File: src/rtl/fifo_sram_pkg.sv
// fifo_sram_pkg: shared constants for the BRAM-backed FIFO and its read-side adapters
package fifo_sram_pkg;
    localparam int FIFO_RD_LATENCY     = 1;
    localparam int FIFO_MIN_RST_CYCLES = 5;
    localparam int HOLDOFF_DEFAULT     = 16;

    function automatic int holdoff_width(input int holdoff);
        return $clog2(holdoff + 1);
    endfunction
endpackage

File: src/rtl/stream_skid_buf2.sv
// stream_skid_buf2: 2-entry registered valid/ready buffer with push, pop, clear and occupancy
module stream_skid_buf2
    import fifo_sram_pkg::*;
#(
    parameter int DATA_WIDTH = 32
) (
    input  logic                  clk_i,
    input  logic                  rst_ni,
    input  logic                  clear_i,
    input  logic                  push_i,
    input  logic [DATA_WIDTH-1:0] data_i,
    input  logic                  pop_i,
    output logic                  valid_o,
    output logic [DATA_WIDTH-1:0] data_o,
    output logic [1:0]            count_o
);
    logic [DATA_WIDTH-1:0] r_slot0, r_slot1, w_slot0_nxt;
    logic [1:0]            r_count, w_count_nxt;
    logic                  w_pop, w_tail1;

    always_comb begin
        w_pop       = pop_i && r_count != 2'd0;
        // the pushed word lands in slot1 only when the post-pop occupancy is exactly one
        w_tail1     = push_i && ((r_count == 2'd2 && w_pop) || (r_count == 2'd1 && !w_pop));
        w_slot0_nxt = w_pop ? (r_count == 2'd2 ? r_slot1 : (push_i ? data_i : r_slot0))
                            : ((push_i && r_count == 2'd0) ? data_i : r_slot0);
        w_count_nxt = r_count + {1'b0, push_i} - {1'b0, w_pop};
    end

    always_ff @(posedge clk_i or negedge rst_ni) begin
        if (!rst_ni) begin
            r_slot0 <= '0;
            r_slot1 <= '0;
            r_count <= 2'd0;
        end else if (clear_i) begin
            r_slot0 <= '0;
            r_slot1 <= '0;
            r_count <= 2'd0;
        end else begin
            r_slot0 <= w_slot0_nxt;
            r_slot1 <= w_tail1 ? data_i : r_slot1;
            r_count <= w_count_nxt;
        end
    end

    assign valid_o = r_count != 2'd0;
    assign data_o  = r_slot0;
    assign count_o = r_count;
endmodule

File: src/rtl/fifo_sram_pop_stream.sv
// fifo_sram_pop_stream: pops a 1-cycle-latency BRAM FIFO and presents its words as a valid/ready stream
module fifo_sram_pop_stream
    import fifo_sram_pkg::*;
#(
    parameter int DATA_WIDTH = 32,
    parameter int HOLDOFF    = HOLDOFF_DEFAULT
) (
    input  logic                  clk_i,
    input  logic                  rst_ni,
    input  logic                  flush_i,
    input  logic                  fifo_empty_i,
    input  logic [DATA_WIDTH-1:0] fifo_data_i,
    output logic                  fifo_pop_o,
    output logic                  valid_o,
    input  logic                  ready_i,
    output logic [DATA_WIDTH-1:0] data_o,
    output logic                  holdoff_o,
    output logic [1:0]            count_o
);
    localparam int HW = holdoff_width(HOLDOFF);

    logic [HW-1:0] r_holdoff_cnt, w_holdoff_nxt;
    logic          r_holdoff, r_inflight, w_drain;
    logic [2:0]    w_owned;

    always_comb begin
        w_holdoff_nxt = flush_i ? HW'(HOLDOFF)
                                : (r_holdoff_cnt != '0 ? r_holdoff_cnt - 1'b1 : r_holdoff_cnt);
        w_drain       = valid_o && ready_i;
        // a word popped now is only accepted if buffered + in flight + it still fits in two slots
        w_owned       = {1'b0, count_o} + {2'b0, r_inflight} + {2'b0, !w_drain};
        fifo_pop_o    = !r_holdoff && !fifo_empty_i && !flush_i && w_owned <= 3'd2;
    end

    always_ff @(posedge clk_i or negedge rst_ni) begin
        if (!rst_ni) begin
            r_holdoff_cnt <= HW'(HOLDOFF);
            r_holdoff     <= 1'b1;
            r_inflight    <= 1'b0;
        end else begin
            r_holdoff_cnt <= w_holdoff_nxt;
            r_holdoff     <= w_holdoff_nxt != '0;
            r_inflight    <= fifo_pop_o;
        end
    end

    stream_skid_buf2 #(.DATA_WIDTH(DATA_WIDTH)) u_buf (
        .clk_i   (clk_i),
        .rst_ni  (rst_ni),
        .clear_i (flush_i),
        .push_i  (r_inflight),
        .data_i  (fifo_data_i),
        .pop_i   (w_drain),
        .valid_o (valid_o),
        .data_o  (data_o),
        .count_o (count_o)
    );

    assign holdoff_o = r_holdoff;
endmodule
File: config.mk
export PLATFORM = sky130hd
export DESIGN_NAME = fifo_sram_pop_stream
export DESIGN_NICKNAME = d
export VERILOG_FILES = /design/src/rtl/fifo_sram_pkg.sv /design/src/rtl/stream_skid_buf2.sv /design/src/rtl/fifo_sram_pop_stream.sv
export SDC_FILE = /design/constraint.sdc
export NUM_CORES = 1
export LEC_CHECK = 0
export CORE_MARGIN = 10
export CORE_UTILIZATION = 50
export DETAILED_ROUTE_END_ITERATION = 7
export PLACE_DENSITY = 0.78
export SLEW_MARGIN = 20
export SYNTH_ARGS = -nofsm -noshare
export SYNTH_HDL_FRONTEND = slang
export SYNTH_SLANG_ARGS = --single-unit
File: constraint.sdc
create_clock -name clk_i -period 2.9 [get_ports clk_i]
set_clock_uncertainty 0.1 [all_clocks]
set_input_delay 0.29 -clock clk_i [delete_from_list [all_inputs] [get_ports clk_i]]
set_output_delay 0.29 -clock clk_i [all_outputs]
set_load 0.02 [all_outputs]
==> insert_results.sql <==
INSERT INTO impl_metrics (metric_group, metric, value, unit) VALUES
('power_and_ir_drop', 'clock_power_share', '26.5', '%'),
('yosys', 'synth_area', '3740', 'um^2'),
('power_and_ir_drop', 'power_report.internal_total', '2.33', 'mW'),
('routing', 'detail-route-antenna-nets', '0', ''),
('die', 'die_area', '11300', 'um^2'),
('worst_setup_path', 'ff2ff_setup_slack', '640', 'ps'),
('grt', 'use_met2', '23.1', '%'),
('timing', 'final.period_utilization', '92.2', '%'),
('yosys', 'synth.top_cell.area_share', '47.5', '%'),
('timing', 'rsz_0062_raised_after_global_routing', 'no', ''),
('power_and_ir_drop', 'combPwrFrac', '36.0', '%'),
('power_and_ir_drop', 'power.switching', '1.11', 'mW'),
('yosys', 'post-synth-top-count-cell', 'sky130_fd_sc_hd__dfrtp_1', ''),
('power_and_ir_drop', 'sw_frac_of_total', '32.2', '%'),
('worst_setup_path', 'max_stage_delay', '390', 'ps'),
('yosys', 'yosys-mux-area-fraction', '26.7', '%'),
('yosys', 'synthesis.area_per_instance', '12.1', 'um^2'),
('outcome', 'result_of_the_run', 'finished with violations', ''),
('timing', 'hold_viol', '24', ''),
('yosys', 'synth_enable_flop_cells', '0', ''),
('worst_setup_path', 'cp-endpoint', 'fifo_pop_o', ''),
('cells_and_area', 'stdcell_count', '489', ''),
('grt', 'grt.busiest_layer', 'met2', ''),
('outcome', 'violated_checks', 'hold timing', ''),
('worst_setup_path', 'crit_path_cell_trace', 'inv_2 -> nand2_1 -> nand2_1 -> fa_1 -> inv_1 -> ha_1 -> nor3b_1 -> nor2_1 -> nor4_1 -> clkbuf_2', ''),
('timing', 'worst_slew_pin_slew', '919', 'ps'),
('power_and_ir_drop', 'leakage', '2.27', 'nW'),
('yosys', 'synth.net_count', '353', ''),
('worst_setup_path', 'crit_type', 'reg2out', ''),
('cells_and_area', 'drive_gt1_share', '9.49', '%'),
('worst_setup_path', 'critPathArrivalTime', '2280', 'ps'),
('worst_setup_path', 'critical_path.startpoint', 'u_buf.count_o[1]$_DFF_PN0_', ''),
('worst_setup_path', 'path_depth', '10', ''),
('die', 'placeableCoreArea', '7250', 'um^2'),
('worst_setup_path', 'crit_family', 'simple AND/OR/NAND/NOR gates', ''),
('die', 'die_h', '107', 'um'),
('clocking', 'cts_htree_levels', '3', ''),
('yosys', 'synth.top_cells.by_area', 'sky130_fd_sc_hd__dfrtp_1, sky130_fd_sc_hd__mux2i_1, sky130_fd_sc_hd__nand2b_1, sky130_fd_sc_hd__mux2_1, sky130_fd_sc_hd__ha_1', ''),
('timing', 'period_minus_slack', '2670', 'ps'),
('yosys', 'synthXorXnorAreaFrac', '0.702', '%'),
('die', 'design.portCount', '74', ''),
('routing', 'viasPerCell', '5.16', ''),
('power_and_ir_drop', 'fraction_of_power_consumed_by_sequential_logic', '37.6', '%'),
('placed_design', 'place_hpwl', '5340', 'um'),
('yosys', 'compound_cell_area_share_of_the_yosys_netlist', '2.61', '%'),
('grt', 'track_usage', '14.4', '%'),
('yosys', 'post_synth_most_frequent_cells', 'sky130_fd_sc_hd__dfrtp_1, sky130_fd_sc_hd__nand2b_1, sky130_fd_sc_hd__mux2i_1, sky130_fd_sc_hd__mux2_1, sky130_fd_sc_hd__clkbuf_1', ''),
('routing', 'drt-wirelength-per-cell', '16.1', 'um'),
('timing', 'final_setup_violation_count', '0', ''),
('worst_setup_path', 'critPathMaxFanout', '3', ''),
('routing', 'drtIter0Drc', '154', ''),
('yosys', 'asyncSetResetFlopFracSynth', '100', '%'),
('worst_setup_path', 'worst_r2r_startpoint', 'r_holdoff_cnt[0]$_DFF_PN0_', ''),
('yosys', 'syn_inst', '309', ''),
('power_and_ir_drop', 'p_per_area', '714', 'nW/um^2'),
('timing', 'timing.hold.ws', '-47.1', 'ps'),
('die', 'row_count', '31', ''),
('clocking', 'ctsLongestPathBuffers', '2', ''),
('routing', 'wl', '7880', 'um'),
('timing', 'report.final.slew_viol_count', '0', ''),
('yosys', 'synth_top_area_cell', 'sky130_fd_sc_hd__dfrtp_1', ''),
('yosys', 'ys_dominant_reg_cell', 'sky130_fd_sc_hd__dfrtp_1', ''),
('yosys', 'synth_warnings', '0', ''),
('cells_and_area', 'finalNetCount', '429', ''),
('grt', 'global_route_wire_length_before_repair', '13600', 'um'),
('worst_setup_path', 'worst_setup_path_end_kind', 'primary output', ''),
('die', 'initial_core_util', '51.6', '%'),
('routing', 'route.detailed.drc', '0', ''),
('clocking', 'cts_buffers', '9', ''),
('placed_design', 'gpl.final_weighted_congestion', '0.748', ''),
('worst_setup_path', 'critical_path.startpoint_type', 'flip-flop', '');
[logic make-up after synthesis]
logic type      after synthesis
mux                          96
flops                        73
simple gates                 93
fa+ha+maj                     7
xor+xnor                      3
compound gates               12
buf+inv                      25
[worst min-delay path by stage]
stage | to | slack (ps) | depth (start not counted)
after CTS | u_buf.count_o[1]$_DFF_PN0_ | 8 | 1
after global routing | u_buf.count_o[1]$_DFF_PN0_ | 40 | 1
after floorplan | r_holdoff_cnt[0]$_DFF_PN0_ | -110 | 0
after global placement | u_buf.data_o[13]$_DFFE_PN0P_ | 370 | 1
final | u_buf.count_o[1]$_DFF_PN0_ | -50 | 1
after detailed placement | u_buf.data_o[24]$_DFFE_PN0P_ | 380 | 1
[sequential cells by signal, indices dropped and copies added, names as in the netlist]
signal         cells
u_buf.data_o      32
r_inflight         1
u_buf.r_slot1     32
r_holdoff_cnt      5
u_buf.count_o      2
holdoff_o          1
[through the flow]
| step | cell area [um^2] | setup WS, ps | power, mW |
|---|---|---|---|
| CTS | 4830 | 41.8 | 3.49 |
| global route | 4820 | 11.3 | 3.64 |
| finish | 4820 | 227 | 3.44 |
| detailed placement | 4600 | -177 | 2.57 |
| floorplan | 3740 | 84.7 | 2.02 |
| global placement | 4600 | -61.7 | 2.53 |
[layout by cell type (no fill, tap or decap), types with 2 or more instances in the layout]
master / count
sky130_fd_sc_hd__dfrtp_1: 71
sky130_fd_sc_hd__clkdlybuf4s50_1: 70
sky130_fd_sc_hd__nand2b_1: 66
sky130_fd_sc_hd__mux2i_1: 64
sky130_fd_sc_hd__mux2_1: 31
sky130_fd_sc_hd__buf_4: 12
sky130_fd_sc_hd__clkbuf_8: 11
sky130_fd_sc_hd__nor2_1: 6
sky130_fd_sc_hd__ha_1: 6
sky130_fd_sc_hd__inv_1: 5
sky130_fd_sc_hd__nor3_1: 3
sky130_fd_sc_hd__nand2_1: 2
sky130_fd_sc_hd__nor2b_1: 2
sky130_fd_sc_hd__o21ai_0: 2
sky130_fd_sc_hd__a21oi_1: 2
sky130_fd_sc_hd__nand3b_1: 2
sky130_fd_sc_hd__or4b_1: 2
sky130_fd_sc_hd__xnor2_1: 2
sky130_fd_sc_hd__bufinv_16: 2
sky130_fd_sc_hd__dfstp_2: 2
[repair_timing]
item / in CTS / in global routing
setup buffers: 0 / 0
endpoints found under the hold margin: 0 / 0
resized for setup: 1 / 3
endpoints found under the setup margin: 1 / 1
hold buffers: 0 / 0
[metal layers]
metal / vias up / share of wire (%) / wire, um
li1: 1204 / - / -
met1: 1256 / 45 / 3520
met2: 50 / 48 / 3740
met3: 12 / 6.1 / 480
met4: 0 / 1.7 / 132
met5: - / 0 / 0
[power groups by stage]
stage                     Combinational [mW]  Sequential, mW  Clock, mW
final                                   1.24            1.29      0.911
after global routing                    1.35            1.32      0.975
after CTS                               1.26            1.30      0.930
after detailed placement                1.26            1.31          0
after global placement                  1.22            1.30          0
after floorplan                        0.572            1.45          0
[layout make-up]
type / count / area [um^2]
clock buffers: 12 / 155
clock inverters: 4 / 73.8
fillers: 593 / 2430
inverters: 6 / 22.5
multi-input cells: 211 / 1820
flip-flops and latches: 73 / 1830
well taps: 99 / 124
repair buffers: 84 / 801
Power figures use the tool's default switching activity.
